[src/rtl/and2_stim_ctrl.sv]
// and2_stim_ctrl: sweeps all four {a,b} vectors into a 2-input AND stage and checks y.
// Ports:
//   clk, rst_n          clock, asynchronous active-low reset
//   start               run request, sampled only while idle
//   a, b                registered stimulus toward the AND stage
//   y                   AND stage response, sampled at the end of each check cycle
//   busy, done          run in progress / one-cycle end-of-run pulse
//   pass_cnt, err_cnt   saturating match / mismatch counts for the last run
//   err_vec             bit i set when vector {a,b}=i mismatched during the last run
module and2_stim_ctrl #(
    parameter int SETTLE_CYCLES = 1,
    parameter int PASSES        = 1,
    parameter int CNT_W         = 8
) (
    input  logic             clk,
    input  logic             rst_n,
    input  logic             start,
    output logic             a,
    output logic             b,
    input  logic             y,
    output logic             busy,
    output logic             done,
    output logic [CNT_W-1:0] pass_cnt,
    output logic [CNT_W-1:0] err_cnt,
    output logic [3:0]       err_vec
);
    localparam int SW = $clog2(SETTLE_CYCLES + 1);
    localparam int PW = $clog2(PASSES + 1);

    typedef enum logic [1:0] {IDLE, APPLY, CHECK, DONE} state_t;

    state_t           state_q, state_d;
    logic [1:0]       idx_q, idx_d;
    logic [1:0]       ab_q, ab_d;
    logic [SW-1:0]    settle_q, settle_d;
    logic [PW-1:0]    pcnt_q, pcnt_d;
    logic [CNT_W-1:0] pass_cnt_q, pass_cnt_d;
    logic [CNT_W-1:0] err_cnt_q, err_cnt_d;
    logic [3:0]       err_vec_q, err_vec_d;
    logic             last;

    assign last = (idx_q == 2'd3) && (pcnt_q == PW'(PASSES - 1));

    always_comb begin
        state_d    = state_q;
        idx_d      = idx_q;
        ab_d       = ab_q;
        settle_d   = settle_q;
        pcnt_d     = pcnt_q;
        pass_cnt_d = pass_cnt_q;
        err_cnt_d  = err_cnt_q;
        err_vec_d  = err_vec_q;
        case (state_q)
            IDLE: if (start) begin
                state_d    = APPLY;
                idx_d      = 2'd0;
                ab_d       = 2'd0;
                settle_d   = SW'(SETTLE_CYCLES);
                pcnt_d     = '0;
                pass_cnt_d = '0;
                err_cnt_d  = '0;
                err_vec_d  = '0;
            end
            APPLY: begin
                // counter holds the cycles left in APPLY including the current one
                state_d  = (settle_q == SW'(1)) ? CHECK : APPLY;
                settle_d = settle_q - SW'(1);
            end
            CHECK: begin
                if (y == (idx_q[1] & idx_q[0]))
                    pass_cnt_d = (pass_cnt_q == '1) ? pass_cnt_q : pass_cnt_q + CNT_W'(1);
                else begin
                    err_cnt_d        = (err_cnt_q == '1) ? err_cnt_q : err_cnt_q + CNT_W'(1);
                    err_vec_d[idx_q] = 1'b1;
                end
                if (last) begin
                    state_d = DONE;
                    ab_d    = 2'd0;
                end else begin
                    state_d  = APPLY;
                    idx_d    = idx_q + 2'd1;
                    ab_d     = idx_q + 2'd1;
                    settle_d = SW'(SETTLE_CYCLES);
                    pcnt_d   = (idx_q == 2'd3) ? pcnt_q + PW'(1) : pcnt_q;
                end
            end
            DONE:    state_d = IDLE;
            default: state_d = IDLE;
        endcase
    end

    always_ff @(posedge clk or negedge rst_n) begin
        if (!rst_n) begin
            state_q    <= IDLE;
            idx_q      <= '0;
            ab_q       <= '0;
            settle_q   <= '0;
            pcnt_q     <= '0;
            pass_cnt_q <= '0;
            err_cnt_q  <= '0;
            err_vec_q  <= '0;
        end else begin
            state_q    <= state_d;
            idx_q      <= idx_d;
            ab_q       <= ab_d;
            settle_q   <= settle_d;
            pcnt_q     <= pcnt_d;
            pass_cnt_q <= pass_cnt_d;
            err_cnt_q  <= err_cnt_d;
            err_vec_q  <= err_vec_d;
        end
    end

    assign a        = ab_q[1];
    assign b        = ab_q[0];
    assign busy     = (state_q == APPLY) || (state_q == CHECK);
    assign done     = (state_q == DONE);
    assign pass_cnt = pass_cnt_q;
    assign err_cnt  = err_cnt_q;
    assign err_vec  = err_vec_q;
endmodule
[config.mk]
export PLATFORM = sky130hd
export DESIGN_NAME = and2_stim_ctrl
export DESIGN_NICKNAME = d
export VERILOG_FILES = /design/src/rtl/and2_stim_ctrl.sv
export SDC_FILE = /design/constraint.sdc
export NUM_CORES = 1
export LEC_CHECK = 0
export ABC_CLOCK_PERIOD_IN_PS = 1920
export BUFFER_PORTS_ARGS = -buffer_cell sky130_fd_sc_hd__buf_2
export CORE_MARGIN = 2
export CORE_UTILIZATION = 51
export CTS_CLUSTER_DIAMETER = 100
export DETAILED_ROUTE_END_ITERATION = 7
export GPL_ROUTABILITY_DRIVEN = 0
export GPL_TIMING_DRIVEN = 0
export HOLD_SLACK_MARGIN = 0.08
export PLACE_DENSITY = 0.75
export RECOVER_POWER = 50
export SLEW_MARGIN = 20
export SYNTH_ARGS = -nofsm -noshare
export SYNTH_HDL_FRONTEND = slang
export SYNTH_SLANG_ARGS = --single-unit
[constraint.sdc]
create_clock -name clk -period 1.92 [get_ports clk]
set_input_delay 0.288 -clock clk [delete_from_list [all_inputs] [get_ports clk]]
set_output_delay 0.288 -clock clk [all_outputs]
set_load 0.02 [all_outputs]
Yosys cells after proc, flatten, opt, wreduce, memory -nomap -nowiden
Cells that the tools add are included.
Operators by class
  add/subtract/negate cells: 5
  $lt $le $gt $ge: 2
  equal/unequal tests: 14
  muxes and demuxes: 28
  bitwise logic cells: 3
  reductions and logical operators: 13
Operator list (count)
  2-to-1 mux 8 bit: 5
  case mux 8 bit (2 select lines): 2
  adder 8 x 1 -> 8 bit, second input constant: 2
  equality test 8 bit, second input constant: 2
  != test 2 bit, second input constant: 7
  2-to-1 mux 2 bit: 6
  AND reduction 4 bit: 3
  AND reduction 3 bit: 3
  2-to-1 mux 4 bit: 2
  case mux 2 bit (2 select lines): 2
  case mux 2 bit (4 select lines): 1
  case mux 4 bit (2 select lines): 1
  equality test 2 bit, second input constant: 3
  2-to-1 mux 1 bit: 6
  OR 4 bit: 1
  < comparator 2 x 3 -> 1 bit, second input constant: 1
  case mux 1 bit (3 select lines): 1
  nonzero test 3 bit: 1
  adder 2 x 1 -> 2 bit, second input constant: 1
  demux 1 bit (select 2 bit): 1
  equality test 2 x 1 -> 1 bit, second input constant: 1
  >= comparator 2 x 1 -> 1 bit, second input constant: 1
  logical AND 1 bit: 2
  zero test 2 bit: 1
  9 further kinds: 9
Storage, ports and cells
  register bits: 28
  output and inout port bits: 24

Logic depth before layout (Yosys ltp)
  depth in word-level cells: 7
  depth in mapped cells: 8

Worst setup path after synthesis
Ideal clock, no wire load.
  kind: register to register
  start point: register idx_q[0]
  end point: register pass_cnt_q[3], in the netlist pass_cnt[3]
  setup time: 0.131 ns
  data arrival time: 1.799 ns
  path slack: -0.011 ns
  cell stages (with the launch flop): 6
  path buffers: 0
  clock period less this slack: 1.931 ns
  path through: dfrtp_1 ha_1 xnor2_2 nand4_1 o211a_1 or3_1
Between the ends
  word-level cells in the longest chain between the ends: 4
Ends and longest elaborated chain
  start, declared: RTL line 33  | logic [1:0] idx_q, idx_d;
  start signal, assigned: RTL line 104  | idx_q <= idx_d;
  bitwise AND 1 bit: RTL line 70  | if (y == (idx_q[1] & idx_q[0]))
  equality test 1 bit: RTL line 70
  != test 2 bit (no source line)
  AND reduction 4 bit (no source line)
  end signal, assigned: RTL line 108  | pass_cnt_q <= pass_cnt_d;
  end, declared: RTL line 37  | logic [CNT_W-1:0] pass_cnt_q, pass_cnt_d;
No other way between the ends.
A chain may end at the register's enable or synchronous reset.

Worst setup path in the final report
  start point: register state_q[1]
  end point: register err_cnt_q[3], in the netlist err_cnt[3]
Between the ends
  word-level cells in the longest chain between the ends: 3
Ends and longest elaborated chain
  start, declared: RTL line 32  | state_t state_q, state_d;
  start signal, assigned: RTL line 103  | state_q <= state_d;
  equality test 2 bit / zero test 2 bit (equally long branches): RTL line 53  | case (state_q)
  != test 2 bit (no source line) / nonzero test 2 bit (equally long branches)
  AND reduction 4 bit (no source line)
  end signal, assigned: RTL line 109  | err_cnt_q <= err_cnt_d;
  end, declared: RTL line 38  | logic [CNT_W-1:0] err_cnt_q, err_cnt_d;
Several ways; a longest one is shown, not always the timed one.

==> run_results.csv <==
group,metric,value,unit
synth,synth_xor_area_share,1.338,%
power,leakage,0.9686,nW
synth,synthesis.area,1871,um^2
die,fp-row-count,22,
routing,drt-wirelength-per-cell,15.60,um
clocking,cts_tree,"done",
place,dp_cells,288,
grt,globalRoute.totalOverflow,0,
routing,drc_errors,0,
setup_path,critical_path_buf_inv_count,1,
die,die_h,64.56,um
grt,grt_pass1_vias,1650,
sta,period_needed,1.854,ns
clocking,cts.sinks,28,
synth,synth_top_area_cell,"dfrtp_1",
die,core,3606,um^2
synth,synth_top_area_share,37.46,%
run_status,outcome,"finished, final reports clean",
synth,synth-main-ff-cell,"dfrtp_1",
synth,ys_seq_elements,28,
grt,grt_start_max_net_pins,29,
synth,seq_area_frac_synth,37.46,%
sta,maxClockFrequency,0.5395,GHz
setup_path,cp_slowest_cell,"dfrtp_1",
sta,setup_ws,0.06645,ns
setup_path,critical_path.top_delay_family,"compound AO/OA/AOI/OAI gates",
sta,tightest_slew,0.6960,ns
clocking,htree_levels,1,
place,dp_hpwl,3153,um
sta,finalCritPeriodShare,96.54,%
place,pre_cts_ws,-0.2041,ns
synth,synth_compound_area_share,26.29,%
synth,synthMuxAreaShare,1.605,%
synth,synth_area_per_cell,8.782,um^2
power,p_per_area,1098,nW/um^2
setup_path,crit_start,"state_q[1]$_DFFE_PN0P_",
setup_path,r2r_cells,6,
sta,holdWs,0.4514,ns
setup_path,crit_chain,"inv_1 -> ha_4 -> nor2b_1 -> a211o_4 -> a31o_1 -> a22o_1",
setup_path,reg2reg_to,"err_cnt[3]$_DFFE_PN0P_",
die,start_util,51.87,%
die,dieArea,4168,um^2
final_layout,drive_gt1_share,21.74,%
synth,synth-async-reset-ratio,100.0,%
grt,track_usage,23.88,%
synth,ys_types,49,
clocking,cts_buffers,3,
min_path,hold_start,"y",
grt,antenna_found_initial,0,
final_layout,fin_nets,269,
sta,maxSlewHeadroom,53.60,%
synth,yosys_warnings,0,
setup_path,cp_max_fo,7,
sta,slew_violations,0,
routing,routed_wl,4695,um
setup_path,worstSetupEndpoint,"err_cnt[3]$_DFFE_PN0P_",
final_layout,final_cells,301,
power,total_power,2.486,mW
setup_path,crit_type,"reg2reg",
setup_path,r2r_start,"state_q[1]$_DFFE_PN0P_",
min_path,min_path_type,"in2reg",
setup_path,worst_setup_path_start_kind,"flip-flop",
synth,synthSimpleGateAreaFrac,21.67,%
setup_path,cp.required,2.09,ns
final_layout,final_core_util,62.80,%
die,fp.dieW,64.56,um
synth,synth_top_family_by_area,"compound AO/OA/AOI/OAI gates",
sta,hold_viol,0,
clocking,clock_path_buffers,2,
setup_path,endpoint_kind,"flip-flop",
sta,setup_viol,0,
final_layout,final_area,2265,um^2
final_layout,diodes,0,
synth,synth_fp_nets,228,
setup_path,crit_cells,6,
routing,vias,1836,
sta,skew,0.008707,ns
routing,ant_nets,0,
setup_path,reg2reg_slack,0.07,ns
final_layout,areaGrowthSynthToFinish,21.07,%
place,placed_cell_area,2077,um^2
setup_path,arrival,2.02,ns
routing,drtPass1Iterations,5,
place,numPortBuffers,27,
grt,grt_pass1_wl,7817,um
power,ir_drop,0.0005412,V
sta,tns,0,ns
routing,drt_first_iter_violations,188,
clocking,insertion_delay,0.28,ns
clocking,root_buffer,"clkbuf_8",
clocking,clk_pin_slew_worst_paths,0.10,ns
synth,synth_cells,213,
synth,synth_fa_ha_area_share,7.358,%
die,io_pins,28,
setup_path,max_stage_delay,0.43,ns
synth,synth_edf_count,0,
synth,synth_area_leaders,"dfrtp_1 (37%), ha_1 (7.4%), a21oi_1 (4.5%), nand2_1 (4.2%), nand3_1 (3.5%)",
routing,via_per_inst,6.100,
flow_run,drv_cap,0,
[worst register-to-register path, stage by stage, from the launching register on]
cell and delay, ns:
dfrtp_1 0.43, inv_1 0.13, ha_4 0.20, nor2b_1 0.20, a211o_4 0.33, a31o_1 0.23
a22o_1 0.23
[Yosys cell counts, types with 3 or more instances]
cell type,number
inv_1,12
o31ai_1,3
nor3_1,3
nor2b_1,4
nor4_1,4
mux2i_1,3
clkbuf_1,5
o21ai_0,13
nand2_1,21
buf_1,3
nor2_1,12
dfrtp_1,28
nand2b_1,5
or3_1,3
nand3_1,13
ha_1,11
a31oi_1,6
o211ai_1,4
nand4_1,7
a21oi_1,17
[final cells by class]
type | count | area [um^2]
multi-input combinational | 164 | 1152
buffer | 9 | 52.55
timing repair buffer | 36 | 195.2
fill | 307 | 1341
inverter | 12 | 45.04
tap | 48 | 60.06
sequential | 28 | 704.4
clock buffer | 4 | 55.05
[where the power goes]
part / switching, mW / internal (mW)
logic: 0.775 / 0.506
registers: 0.137 / 0.697
clock network: 0.187 / 0.184
total: 1.10 / 1.39
[per-layer routing]
layer / global-route usage (%) / share of wire (%)
met5: 0 / 0
met4: 8.777 / 2.0
met3: 3.646 / 6.0
met2: 37.63 / 48
met1: 33.33 / 44
[worst min-delay path by stage]
stage | to | slack (ns) | cells past startpoint
2_1_floorplan | ab_q[0]$_DFFE_PN0P_ | -0.008 | 0
3_3_place_gp | pass_cnt[7]$_DFFE_PN0P_ | 0.35 | 1
3_5_place_dp | pass_cnt[7]$_DFFE_PN0P_ | 0.34 | 1
4_1_cts | err_vec[3]$_DFFE_PN0P_ | 0.45 | 4
5_1_grt | err_vec[3]$_DFFE_PN0P_ | 0.44 | 4
6_report | err_vec[3]$_DFFE_PN0P_ | 0.45 | 4
[placed cells by master (no fill, tap or decap), types with 8 or more instances in the layout]
| cell | netlist | routed |
|---|---|---|
| nor2_1 | 12 | 11 |
| nand3_1 | 13 | 13 |
| inv_1 | 12 | 11 |
| buf_4 | 0 | 8 |
| dfrtp_1 | 28 | 25 |
| ha_1 | 11 | 8 |
| o21ai_0 | 13 | 13 |
| buf_2 | 1 | 20 |
| nand2_1 | 21 | 21 |
| clkbuf_1 | 5 | 11 |
| a21oi_1 | 17 | 17 |
[sequential cells by signal (all words and copies together), names as in the netlist]
register / cells
idx_q: 2
state_q: 2
err_vec: 4
settle_q: 1
pass_cnt: 8
pcnt_q: 1
ab_q: 2
err_cnt: 8
[repair_timing]
action	in CTS	in global routing
setup endpoints to repair	25	18
hold buffers	1	0
gates resized for setup	12	14
pin swaps	1	0
setup buffers	3	5
hold endpoints to repair	28	0
gates cloned	0	0
[logic make-up after synthesis]
logic type,Yosys count
buffers and inverters,21
adders and majority gates,11
and+or+nand+nor,80
muxes,3
AOI/OAI and AO/OA,68
DFF,28
xor gates and xnor gates,2
(Power assumes the default switching activity.)
